$ cat src/rtl/nexys4_io_pkg.sv
// Shared port map, per-bot snapshot record and interrupt FSM encoding for the
// Nexys4 multi-Rojobot PicoBlaze I/O block.
package nexys4_io_pkg;

  // Input/output port addresses seen by the PicoBlaze
  localparam logic [7:0] PA_BTNS     = 8'h00;
  localparam logic [7:0] PA_SW_LO    = 8'h01;
  localparam logic [7:0] PA_SW_HI    = 8'h11;
  localparam logic [7:0] PA_LED_LO   = 8'h02;
  localparam logic [7:0] PA_LED_HI   = 8'h12;
  localparam logic [7:0] PA_DIG0     = 8'h06;  // dig3..dig0 at 0x03..0x06
  localparam logic [7:0] PA_DIG4     = 8'h16;  // dig7..dig4 at 0x13..0x16
  localparam logic [7:0] PA_DP_LO    = 8'h07;
  localparam logic [7:0] PA_DP_HI    = 8'h17;
  localparam logic [7:0] PA_BOTSEL   = 8'h08;
  localparam logic [7:0] PA_MOTCTL   = 8'h09;
  localparam logic [7:0] PA_LOCX     = 8'h0A;
  localparam logic [7:0] PA_LOCY     = 8'h0B;
  localparam logic [7:0] PA_BOTINFO  = 8'h0C;
  localparam logic [7:0] PA_SENSORS  = 8'h0D;
  localparam logic [7:0] PA_LMDIST   = 8'h0E;
  localparam logic [7:0] PA_RMDIST   = 8'h0F;
  localparam logic [7:0] PA_INTMASK  = 8'h10;
  localparam logic [7:0] PA_INTSTAT  = 8'h18;

  // Interrupt handshake states
  typedef enum logic [1:0] {
    INT_IDLE    = 2'd0,
    INT_REQ     = 2'd1,
    INT_SERVICE = 2'd2
  } int_state_e;

  // One coherent sample of a Rojobot's status registers
  typedef struct packed {
    logic [7:0] locx;
    logic [7:0] locy;
    logic [7:0] botinfo;
    logic [7:0] sensors;
    logic [7:0] lmdist;
    logic [7:0] rmdist;
  } bot_snap_t;

  // The per-bot window 0x09..0x0F is mirrored at 0x19..0x1F; fold the alias
  // down so the decoder only has one set of addresses to match.
  function automatic logic [7:0] fold_alias(input logic [7:0] addr);
    if (addr[7:5] == 3'b000 && addr[3:0] >= 4'h9)
      return {4'h0, addr[3:0]};
    return addr;
  endfunction

endpackage

$ cat src/rtl/nexys4_multibot_if_if.sv
// PicoBlaze I/O bus: port address, write/read strobes, read data and the
// interrupt request/acknowledge pair.
interface nexys4_multibot_if_if;
  logic [7:0] pb_port_id;
  logic [7:0] pb_out_port;
  logic       pb_write_strobe;
  logic       pb_read_strobe;
  logic       pb_interrupt_ack;
  logic [7:0] pb_in_port;
  logic       pb_interrupt;

  modport master (
    output pb_port_id, pb_out_port, pb_write_strobe, pb_read_strobe, pb_interrupt_ack,
    input  pb_in_port, pb_interrupt
  );

  modport slave (
    input  pb_port_id, pb_out_port, pb_write_strobe, pb_read_strobe, pb_interrupt_ack,
    output pb_in_port, pb_interrupt
  );
endinterface

$ cat src/rtl/bot_snapshot_bank.sv
// Per-bot register bank: captures all six status bytes together on the bot's
// update pulse and holds the motor-control byte written by the CPU.
module bot_snapshot_bank
  import nexys4_io_pkg::*;
#(
  parameter logic [7:0] MOTCTL_RST = 8'h00
) (
  input  logic       clk,
  input  logic       reset_n,
  input  logic       upd_i,
  input  bot_snap_t  snap_i,
  input  logic       motctl_we_i,
  input  logic [7:0] motctl_wdata_i,
  output bot_snap_t  snap_o,
  output logic [7:0] motctl_o
);

  bot_snap_t  snap_q;
  logic [7:0] motctl_q;

  // All six bytes load on the same edge so a read never mixes two updates
  always_ff @(posedge clk or negedge reset_n) begin
    if (!reset_n)   snap_q <= '0;
    else if (upd_i) snap_q <= snap_i;
  end

  // Motor-control byte written through the selected-bot window
  always_ff @(posedge clk or negedge reset_n) begin
    if (!reset_n)         motctl_q <= MOTCTL_RST;
    else if (motctl_we_i) motctl_q <= motctl_wdata_i;
  end

  assign snap_o   = snap_q;
  assign motctl_o = motctl_q;

endmodule

$ cat src/rtl/nexys4_multibot_if.sv
// PicoBlaze I/O interface for a Nexys4 board hosting several Rojobots:
// buttons/switches/LEDs/7-segment digits plus a bot-select window onto
// per-bot snapshots, motor control and a masked update interrupt.
module nexys4_multibot_if
  import nexys4_io_pkg::*;
#(
  parameter int         NUM_BOTS   = 2,
  parameter logic [7:0] MOTCTL_RST = 8'h00
) (
  input  logic                  clk,
  input  logic                  reset,
  nexys4_multibot_if_if.slave   pb,
  input  logic [8*NUM_BOTS-1:0] bot_locx,
  input  logic [8*NUM_BOTS-1:0] bot_locy,
  input  logic [8*NUM_BOTS-1:0] bot_botinfo,
  input  logic [8*NUM_BOTS-1:0] bot_sensors,
  input  logic [8*NUM_BOTS-1:0] bot_lmdist,
  input  logic [8*NUM_BOTS-1:0] bot_rmdist,
  input  logic [NUM_BOTS-1:0]   bot_upd_sysreg,
  input  logic [4:0]            db_btns,
  input  logic [15:0]           db_sw,
  output logic [8*NUM_BOTS-1:0] bot_motctl,
  output logic [4:0]            dig0,
  output logic [4:0]            dig1,
  output logic [4:0]            dig2,
  output logic [4:0]            dig3,
  output logic [4:0]            dig4,
  output logic [4:0]            dig5,
  output logic [4:0]            dig6,
  output logic [4:0]            dig7,
  output logic [7:0]            dp,
  output logic [15:0]           led
);

  localparam logic [7:0] NB8 = 8'(NUM_BOTS);

  logic [7:0] addr, wdata, port_f;
  logic       wr;
  assign addr   = pb.pb_port_id;
  assign wdata  = pb.pb_out_port;
  assign wr     = pb.pb_write_strobe;
  assign port_f = fold_alias(addr);

  // Read data is sampled from the address every cycle, strobe not needed
  logic unused_rd_strobe;
  assign unused_rd_strobe = pb.pb_read_strobe;

  logic [2:0]          botsel_q;
  logic [NUM_BOTS-1:0] mask_q, mask_d;
  logic [NUM_BOTS-1:0] pending_q, pending_d, clr_d;
  logic [15:0]         led_q;
  logic [4:0]          dig_q [8];
  logic [7:0]          dp_q;
  logic [7:0]          rd_d;
  int_state_e          state_q;
  logic                irq_q;
  logic                botsel_wr, intstat_wr, any_req_d;

  bot_snap_t  snap   [NUM_BOTS];
  logic [7:0] motctl [NUM_BOTS];
  bot_snap_t  sel_snap;
  logic [7:0] sel_motctl;

  genvar gi;
  generate
    for (gi = 0; gi < NUM_BOTS; gi++) begin : g_bot
      bot_snap_t snap_in;
      assign snap_in = {bot_locx[8*gi+:8], bot_locy[8*gi+:8], bot_botinfo[8*gi+:8],
                        bot_sensors[8*gi+:8], bot_lmdist[8*gi+:8], bot_rmdist[8*gi+:8]};

      bot_snapshot_bank #(.MOTCTL_RST(MOTCTL_RST)) u_bank (
        .clk            (clk),
        .reset_n        (reset),
        .upd_i          (bot_upd_sysreg[gi]),
        .snap_i         (snap_in),
        .motctl_we_i    (wr && port_f == PA_MOTCTL && botsel_q == 3'(gi)),
        .motctl_wdata_i (wdata),
        .snap_o         (snap[gi]),
        .motctl_o       (motctl[gi])
      );

      assign bot_motctl[8*gi+:8] = motctl[gi];
    end
  endgenerate

  assign botsel_wr  = wr && addr == PA_BOTSEL && wdata < NB8;
  assign intstat_wr = wr && addr == PA_INTSTAT;

  // Next mask/pending; a new update beats a simultaneous write-1-clear
  always_comb begin
    mask_d = mask_q;
    clr_d  = '0;
    if (wr && addr == PA_INTMASK) mask_d = wdata[NUM_BOTS-1:0];
    if (intstat_wr)               clr_d  = wdata[NUM_BOTS-1:0];
    pending_d = (pending_q & ~clr_d) | bot_upd_sysreg;
    any_req_d = |(pending_d & mask_d);
  end

  // Bot-select, interrupt mask and pending registers
  always_ff @(posedge clk or negedge reset) begin
    if (!reset) begin
      botsel_q  <= '0;
      mask_q    <= '1;
      pending_q <= '0;
    end else begin
      mask_q    <= mask_d;
      pending_q <= pending_d;
      if (botsel_wr) botsel_q <= wdata[2:0];
    end
  end

  // Board outputs: LEDs, digit codes and decimal points
  always_ff @(posedge clk or negedge reset) begin
    if (!reset) begin
      led_q <= '0;
      dp_q  <= '0;
      for (int i = 0; i < 8; i++) dig_q[i] <= '0;
    end else if (wr) begin
      if (addr == PA_LED_LO) led_q[7:0]  <= wdata;
      if (addr == PA_LED_HI) led_q[15:8] <= wdata;
      if (addr == PA_DP_LO)  dp_q[3:0]   <= wdata[3:0];
      if (addr == PA_DP_HI)  dp_q[7:4]   <= wdata[3:0];
      for (int i = 0; i < 4; i++) begin
        if (addr == PA_DIG0 - 8'(i)) dig_q[i]     <= wdata[4:0];
        if (addr == PA_DIG4 - 8'(i)) dig_q[i + 4] <= wdata[4:0];
      end
    end
  end

  // Pick the selected bot's snapshot and motor-control byte
  always_comb begin
    sel_snap   = '0;
    sel_motctl = '0;
    for (int i = 0; i < NUM_BOTS; i++) begin
      if (botsel_q == 3'(i)) begin
        sel_snap   = snap[i];
        sel_motctl = motctl[i];
      end
    end
  end

  // Read-data decode; write-only and unmapped addresses read as zero
  always_comb begin
    rd_d = '0;
    case (port_f)
      PA_BTNS:    rd_d = {3'b000, db_btns};
      PA_SW_LO:   rd_d = db_sw[7:0];
      PA_SW_HI:   rd_d = db_sw[15:8];
      PA_BOTSEL:  rd_d = {5'b00000, botsel_q};
      PA_MOTCTL:  rd_d = sel_motctl;
      PA_LOCX:    rd_d = sel_snap.locx;
      PA_LOCY:    rd_d = sel_snap.locy;
      PA_BOTINFO: rd_d = sel_snap.botinfo;
      PA_SENSORS: rd_d = sel_snap.sensors;
      PA_LMDIST:  rd_d = sel_snap.lmdist;
      PA_RMDIST:  rd_d = sel_snap.rmdist;
      PA_INTMASK: rd_d[NUM_BOTS-1:0] = mask_q;
      PA_INTSTAT: rd_d[NUM_BOTS-1:0] = pending_q;
      default:    rd_d = '0;
    endcase
  end

  // Registered read port, one cycle behind the address
  always_ff @(posedge clk or negedge reset) begin
    if (!reset) pb.pb_in_port <= '0;
    else        pb.pb_in_port <= rd_d;
  end

  // Interrupt FSM; looks at next-state pending so the request rises on the
  // cycle right after the update edge
  always_ff @(posedge clk or negedge reset) begin
    if (!reset) begin
      state_q <= INT_IDLE;
      irq_q   <= 1'b0;
    end else begin
      case (state_q)
        INT_IDLE: begin
          if (any_req_d) begin
            state_q <= INT_REQ;
            irq_q   <= 1'b1;
          end
        end
        INT_REQ: begin
          if (pb.pb_interrupt_ack) begin
            state_q <= INT_SERVICE;
            irq_q   <= 1'b0;
          end else if (!any_req_d) begin
            state_q <= INT_IDLE;
            irq_q   <= 1'b0;
          end
        end
        INT_SERVICE: begin
          if (intstat_wr) state_q <= INT_IDLE;
          irq_q <= 1'b0;
        end
        default: begin
          state_q <= INT_IDLE;
          irq_q   <= 1'b0;
        end
      endcase
    end
  end

  assign pb.pb_interrupt = irq_q;
  assign led  = led_q;
  assign dp   = dp_q;
  assign dig0 = dig_q[0];
  assign dig1 = dig_q[1];
  assign dig2 = dig_q[2];
  assign dig3 = dig_q[3];
  assign dig4 = dig_q[4];
  assign dig5 = dig_q[5];
  assign dig6 = dig_q[6];
  assign dig7 = dig_q[7];

endmodule

$ cat src/flat_wrapper.sv
// flat-port wrapper written by rule: the top's interface ports become plain ports
module nexys4_multibot_if_flat import nexys4_io_pkg::*;
#(
  parameter int         NUM_BOTS   = 2,
  parameter logic [7:0] MOTCTL_RST = 8'h00
)
  (clk, reset, bot_locx, bot_locy, bot_botinfo, bot_sensors, bot_lmdist, bot_rmdist, bot_upd_sysreg, db_btns, db_sw, bot_motctl, dig0, dig1, dig2, dig3, dig4, dig5, dig6, dig7, dp, led, pb_pb_port_id, pb_pb_out_port, pb_pb_write_strobe, pb_pb_read_strobe, pb_pb_interrupt_ack, pb_pb_in_port, pb_pb_interrupt);
  nexys4_multibot_if_if pb_i ();
  input  logic clk;
  input  logic reset;
  input  logic [8*NUM_BOTS-1:0] bot_locx;
  input  logic [8*NUM_BOTS-1:0] bot_locy;
  input  logic [8*NUM_BOTS-1:0] bot_botinfo;
  input  logic [8*NUM_BOTS-1:0] bot_sensors;
  input  logic [8*NUM_BOTS-1:0] bot_lmdist;
  input  logic [8*NUM_BOTS-1:0] bot_rmdist;
  input  logic [NUM_BOTS-1:0] bot_upd_sysreg;
  input  logic [4:0] db_btns;
  input  logic [15:0] db_sw;
  output logic [8*NUM_BOTS-1:0] bot_motctl;
  output logic [4:0] dig0;
  output logic [4:0] dig1;
  output logic [4:0] dig2;
  output logic [4:0] dig3;
  output logic [4:0] dig4;
  output logic [4:0] dig5;
  output logic [4:0] dig6;
  output logic [4:0] dig7;
  output logic [7:0] dp;
  output logic [15:0] led;
  input wire logic [$bits(pb_i.pb_port_id)-1:0] pb_pb_port_id;
  input wire logic [$bits(pb_i.pb_out_port)-1:0] pb_pb_out_port;
  input wire logic [$bits(pb_i.pb_write_strobe)-1:0] pb_pb_write_strobe;
  input wire logic [$bits(pb_i.pb_read_strobe)-1:0] pb_pb_read_strobe;
  input wire logic [$bits(pb_i.pb_interrupt_ack)-1:0] pb_pb_interrupt_ack;
  output wire logic [$bits(pb_i.pb_in_port)-1:0] pb_pb_in_port;
  output wire logic [$bits(pb_i.pb_interrupt)-1:0] pb_pb_interrupt;
  assign pb_i.pb_port_id = pb_pb_port_id;
  assign pb_i.pb_out_port = pb_pb_out_port;
  assign pb_i.pb_write_strobe = pb_pb_write_strobe;
  assign pb_i.pb_read_strobe = pb_pb_read_strobe;
  assign pb_i.pb_interrupt_ack = pb_pb_interrupt_ack;
  assign pb_pb_in_port = pb_i.pb_in_port;
  assign pb_pb_interrupt = pb_i.pb_interrupt;
  nexys4_multibot_if #(.NUM_BOTS(NUM_BOTS), .MOTCTL_RST(MOTCTL_RST)) u_core (.clk(clk), .reset(reset), .pb(pb_i), .bot_locx(bot_locx), .bot_locy(bot_locy), .bot_botinfo(bot_botinfo), .bot_sensors(bot_sensors), .bot_lmdist(bot_lmdist), .bot_rmdist(bot_rmdist), .bot_upd_sysreg(bot_upd_sysreg), .db_btns(db_btns), .db_sw(db_sw), .bot_motctl(bot_motctl), .dig0(dig0), .dig1(dig1), .dig2(dig2), .dig3(dig3), .dig4(dig4), .dig5(dig5), .dig6(dig6), .dig7(dig7), .dp(dp), .led(led));
endmodule
$ cat config.mk
export PLATFORM = sky130hd
export DESIGN_NAME = nexys4_multibot_if_flat
export DESIGN_NICKNAME = d
export VERILOG_FILES = /design/src/rtl/nexys4_io_pkg.sv /design/src/rtl/nexys4_multibot_if_if.sv /design/src/rtl/bot_snapshot_bank.sv /design/src/rtl/nexys4_multibot_if.sv /design/src/flat_wrapper.sv
export SDC_FILE = /design/constraint.sdc
export NUM_CORES = 1
export LEC_CHECK = 0
export BUFFER_PORTS_ARGS = -buffer_cell sky130_fd_sc_hd__buf_2
export CORE_AREA = 5 5 132 134
export DETAILED_ROUTE_END_ITERATION = 7
export DIE_AREA = 0 0 137 139
export GPL_TIMING_DRIVEN = 0
export HOLD_SLACK_MARGIN = 0.15
export PLACE_DENSITY = 0.9
export SLEW_MARGIN = 20
export SYNTH_ARGS = -nofsm -noshare
export SYNTH_HDL_FRONTEND = slang
export SYNTH_SLANG_ARGS = --single-unit
$ cat constraint.sdc
create_clock -name clk -period 7.75 [get_ports clk]
set_clock_uncertainty 0.2 [all_clocks]
set_input_delay 1.1625 -clock clk [delete_from_list [all_inputs] [get_ports clk]]
set_output_delay 1.1625 -clock clk [all_outputs]
set_load 0.02 [all_outputs]
==> impl_results.md <==
* Most common cell after layout, fill and taps aside: buf_2
* Period minus WS final at 3.49 ns
* Worst Path Buf+Inv at 2
* Commonest cells after routing, fill and taps aside: 224 x buf_2, 192 x dfrtp_1, 170 x mux2_2
* Top FF cell, synth: dfrtp_1
* Die width at 137 um
* Setup crit end kind: register
* Die Y at 139 um
* Initial Utilization at 53.3%
* Post-synthesis sequential area ratio at 56.4%
* Port-buffer cells at 224
* Final hold slack at 0.275 ns
* Total Wirelength at 24.8 mm
* Required @ worst endpoint at 7.88 ns
* Worst hold stages at 2
* GRT overflow at 0
* Final hold violation count at 0
* Die area at 19000 um2
* Average cell area after synthesis at 13.9 um2
* R2R Setup Slk at 4.44 ns
* Min-Delay Startpoint: u_core.led[9]
* Worst path top cell family by delay: simple AND/OR/NAND/NOR gates
* Hold path endpoint: u_core.led[9]
* WL per Instance at 22.5 um
* Fraction of layout cells with a size suffix above 1 at 51.9%
* Row count at 47
* Nets at 1005
* Pleak at 5.18 nW
* All-Layer GR Usage at 26.5%
* Post-synthesis net count at 760
* Number of flops mapped to enable cells by yosys at 0
* Cells along the critical path: buf_2, or3_2, clkbuf_1, nor2_1, nand3b_1, nor3b_1, mux2_2
* Worst-skew pair later-pin latency at 0.44 ns
* Vias in the first global route at 6729
* Max Buffers Root-to-Sink at 2
* Worst-margin pin slew at 0.922 ns
* Routability congestion estimate at 0.881
* Yosys top cell by area: dfrtp_1
* Initial antenna violation count at 7
* Gate count after technology mapping at 620
* CTS sink cnt at 194
* Setup_tns at 0 ns
* Power per cell area at 219 nW/um2
* FF-to-FF Start: u_core.botsel_q[0]
* Core area at 16200 um2
* Num CTS Buffers at 17
* Synth Register Bits at 194
* CTS Root Cell: clkbuf_16
* Critical Path AT at 3.62 ns
* Via density at 5.70
* Crit Path Max Fanout at 10
* Io pins at 229
* Antenna Violating Nets Remaining at 0
* Synth area leaders: dfrtp_1 56%, mux2_2 22%, mux2i_1 5.5%, mux4_2 1.6%, mux2_4 1.2%
* Crit start category: primary input
* Slew Viols, Final at 0
* Outcome: complete, no violations
* Number of max-cap violations at 0
* Layout area overhead at 24.3%
* RSZ-0062 raised after global routing: false
* Post-CTS Setup Repair Bufs at 0
* Via count at 6279
* Synth warn at 0
* Post-CTS sizing at 0
* Final setup violation count at 0
* Reg2reg end: u_core.pb.pb_in_port[0]
* Max VDD drop at 0.165 mV
* CTS tree: built
* Mapped Area at 8610 um2
* CP Class: primary input to register
* CTS hold repair buffers at 0
* Clk slew on worst S/H paths at 0.07 ns
* Detailed router's first-iteration violation count at 470
* Crit share post-route at 45.0%
* Crit-path slowest cell: nor3b_1
* Slowest stage delay, CP at 0.78 ns
* Hpwl dp at 18.4 mm
* Worst r2r path cells at 7
* H-tree depth at 4
* Asr flop ratio synth at 100%
* Worst min path class: register to register
* DRC at 0
* Yosys cell types at 54
* Drt pass-1 iters at 5
* Top-area cell type share of the netlist area at 55.8%
* Pin count of the biggest net entering global routing at 68
* Fmax at 287 MHz
* Rel. slew slack at 38.5%
* First-pass GRT wire length at 37.9 mm
## per-stage QoR
stage | power (mW) | instance area [um2] | instances | util (%) | setup slack, ns
after floorplan | 1.30 | 8610 | 620 | - | 4.34
after global placement | 1.42 | 10000 | 1064 | 61.9 | 2.19
after detailed placement | 1.43 | 10100 | 1066 | 62.3 | 3.86
after CTS | 2.35 | 10700 | 1098 | 66.1 | 4.28
after global routing | 2.43 | 10700 | 1102 | 66.2 | 4.12
final | 2.34 | 10700 | 1102 | 66.2 | 4.26
## where the power goes
part | switching (mW) | internal, mW
sequential | 0.0444 | 1.09
clock | 0.387 | 0.539
combinational | 0.151 | 0.134
total | 0.583 | 1.76
## registers in the layout (all words and copies together), names as in the netlist, 3 cells and up
register,cells
u_core.botsel_q,3
u_core.dig0,5
u_core.dig1,5
u_core.dig2,5
u_core.dig3,5
u_core.dig4,5
u_core.dig5,5
u_core.dig6,5
u_core.dig7,5
u_core.dp,8
u_core.g_bot.u_bank.motctl_o,16
u_core.g_bot.u_bank.snap_o,96
u_core.led,16
u_core.pb.pb_in_port,8
## layout make-up
| class | instances | area [um2] |
|---|---|---|
| timing repair buffer | 226 | 1190 |
| clock buffer | 23 | 478 |
| antenna | 4 | 10.0 |
| sequential | 194 | 4860 |
| tap | 220 | 275 |
| fill | 1199 | 5470 |
| multi-input combinational | 382 | 3540 |
| inverter | 8 | 30.0 |
| clock inverter | 9 | 145 |
| buffer | 36 | 186 |
## per-layer routing
metal  GRT usage [%]  share of wire (%)
met1            34.2                 40
met2            43.0                 50
met3            6.57                7.2
met4            10.3                3.3
met5               0               0.14
## worst reg2reg max path: stages (launching register included)
cell and delay, ns:
dfrtp_1 0.35, buf_6 0.16, buf_1 0.66, clkbuf_1 0.75, mux2i_1 0.26, nor2_1 0.06, a2111oi_0 0.55, o211ai_1 0.16
## worst max-delay path by stage
| stage | start | to | slack [ns] | depth (start not counted) |
|---|---|---|---|---|
| after global routing | pb_pb_port_id[5] | u_core.dig4[4] | 4.12 | 7 |
| after global placement | reset | u_core.g_bot[1].u_bank.snap_o[38] | 2.19 | 1 |
| final | pb_pb_port_id[5] | u_core.dig4[4] | 4.26 | 7 |
| after detailed placement | pb_pb_port_id[5] | u_core.dig4[4] | 3.86 | 7 |
| after CTS | pb_pb_port_id[5] | u_core.dig4[4] | 4.28 | 7 |
| after floorplan | pb_pb_port_id[5] | u_core.g_bot[1].u_bank.motctl_o[0] | 4.34 | 6 |
## logic make-up (layout without fill, tap and decap cells)
family / Yosys count / in the layout / synth area share [%]
other: 0 / 4 / 0
multiplexers: 230 / 230 / 30.5
AO/OA/AOI/OAI: 49 / 49 / 4.00
buffers and inverters: 44 / 302 / 2.51
flip-flops: 194 / 194 / 56.4
AND/OR/NAND/NOR: 103 / 103 / 6.61
## cells in the mapped netlist (4+ instances only)
master           n
or3_1            4
a2111oi_0        4
mux2_4           7
buf_6            4
mux2_2         170
o22ai_1          8
inv_1            8
o21ai_0          7
mux2i_1         47
dfrtp_1        192
nand3_1          6
o22a_1           4
clkbuf_1        14
a21oi_1          9
nand2_1         18
nor2_1          25
buf_1           13
nor3_1          10
mux4_2           6
nor2b_1          5
nor3b_1          5
dlygate4sd1_1    4
o32ai_1          4
No activity file was read; power rests on OpenSTA's default activity.
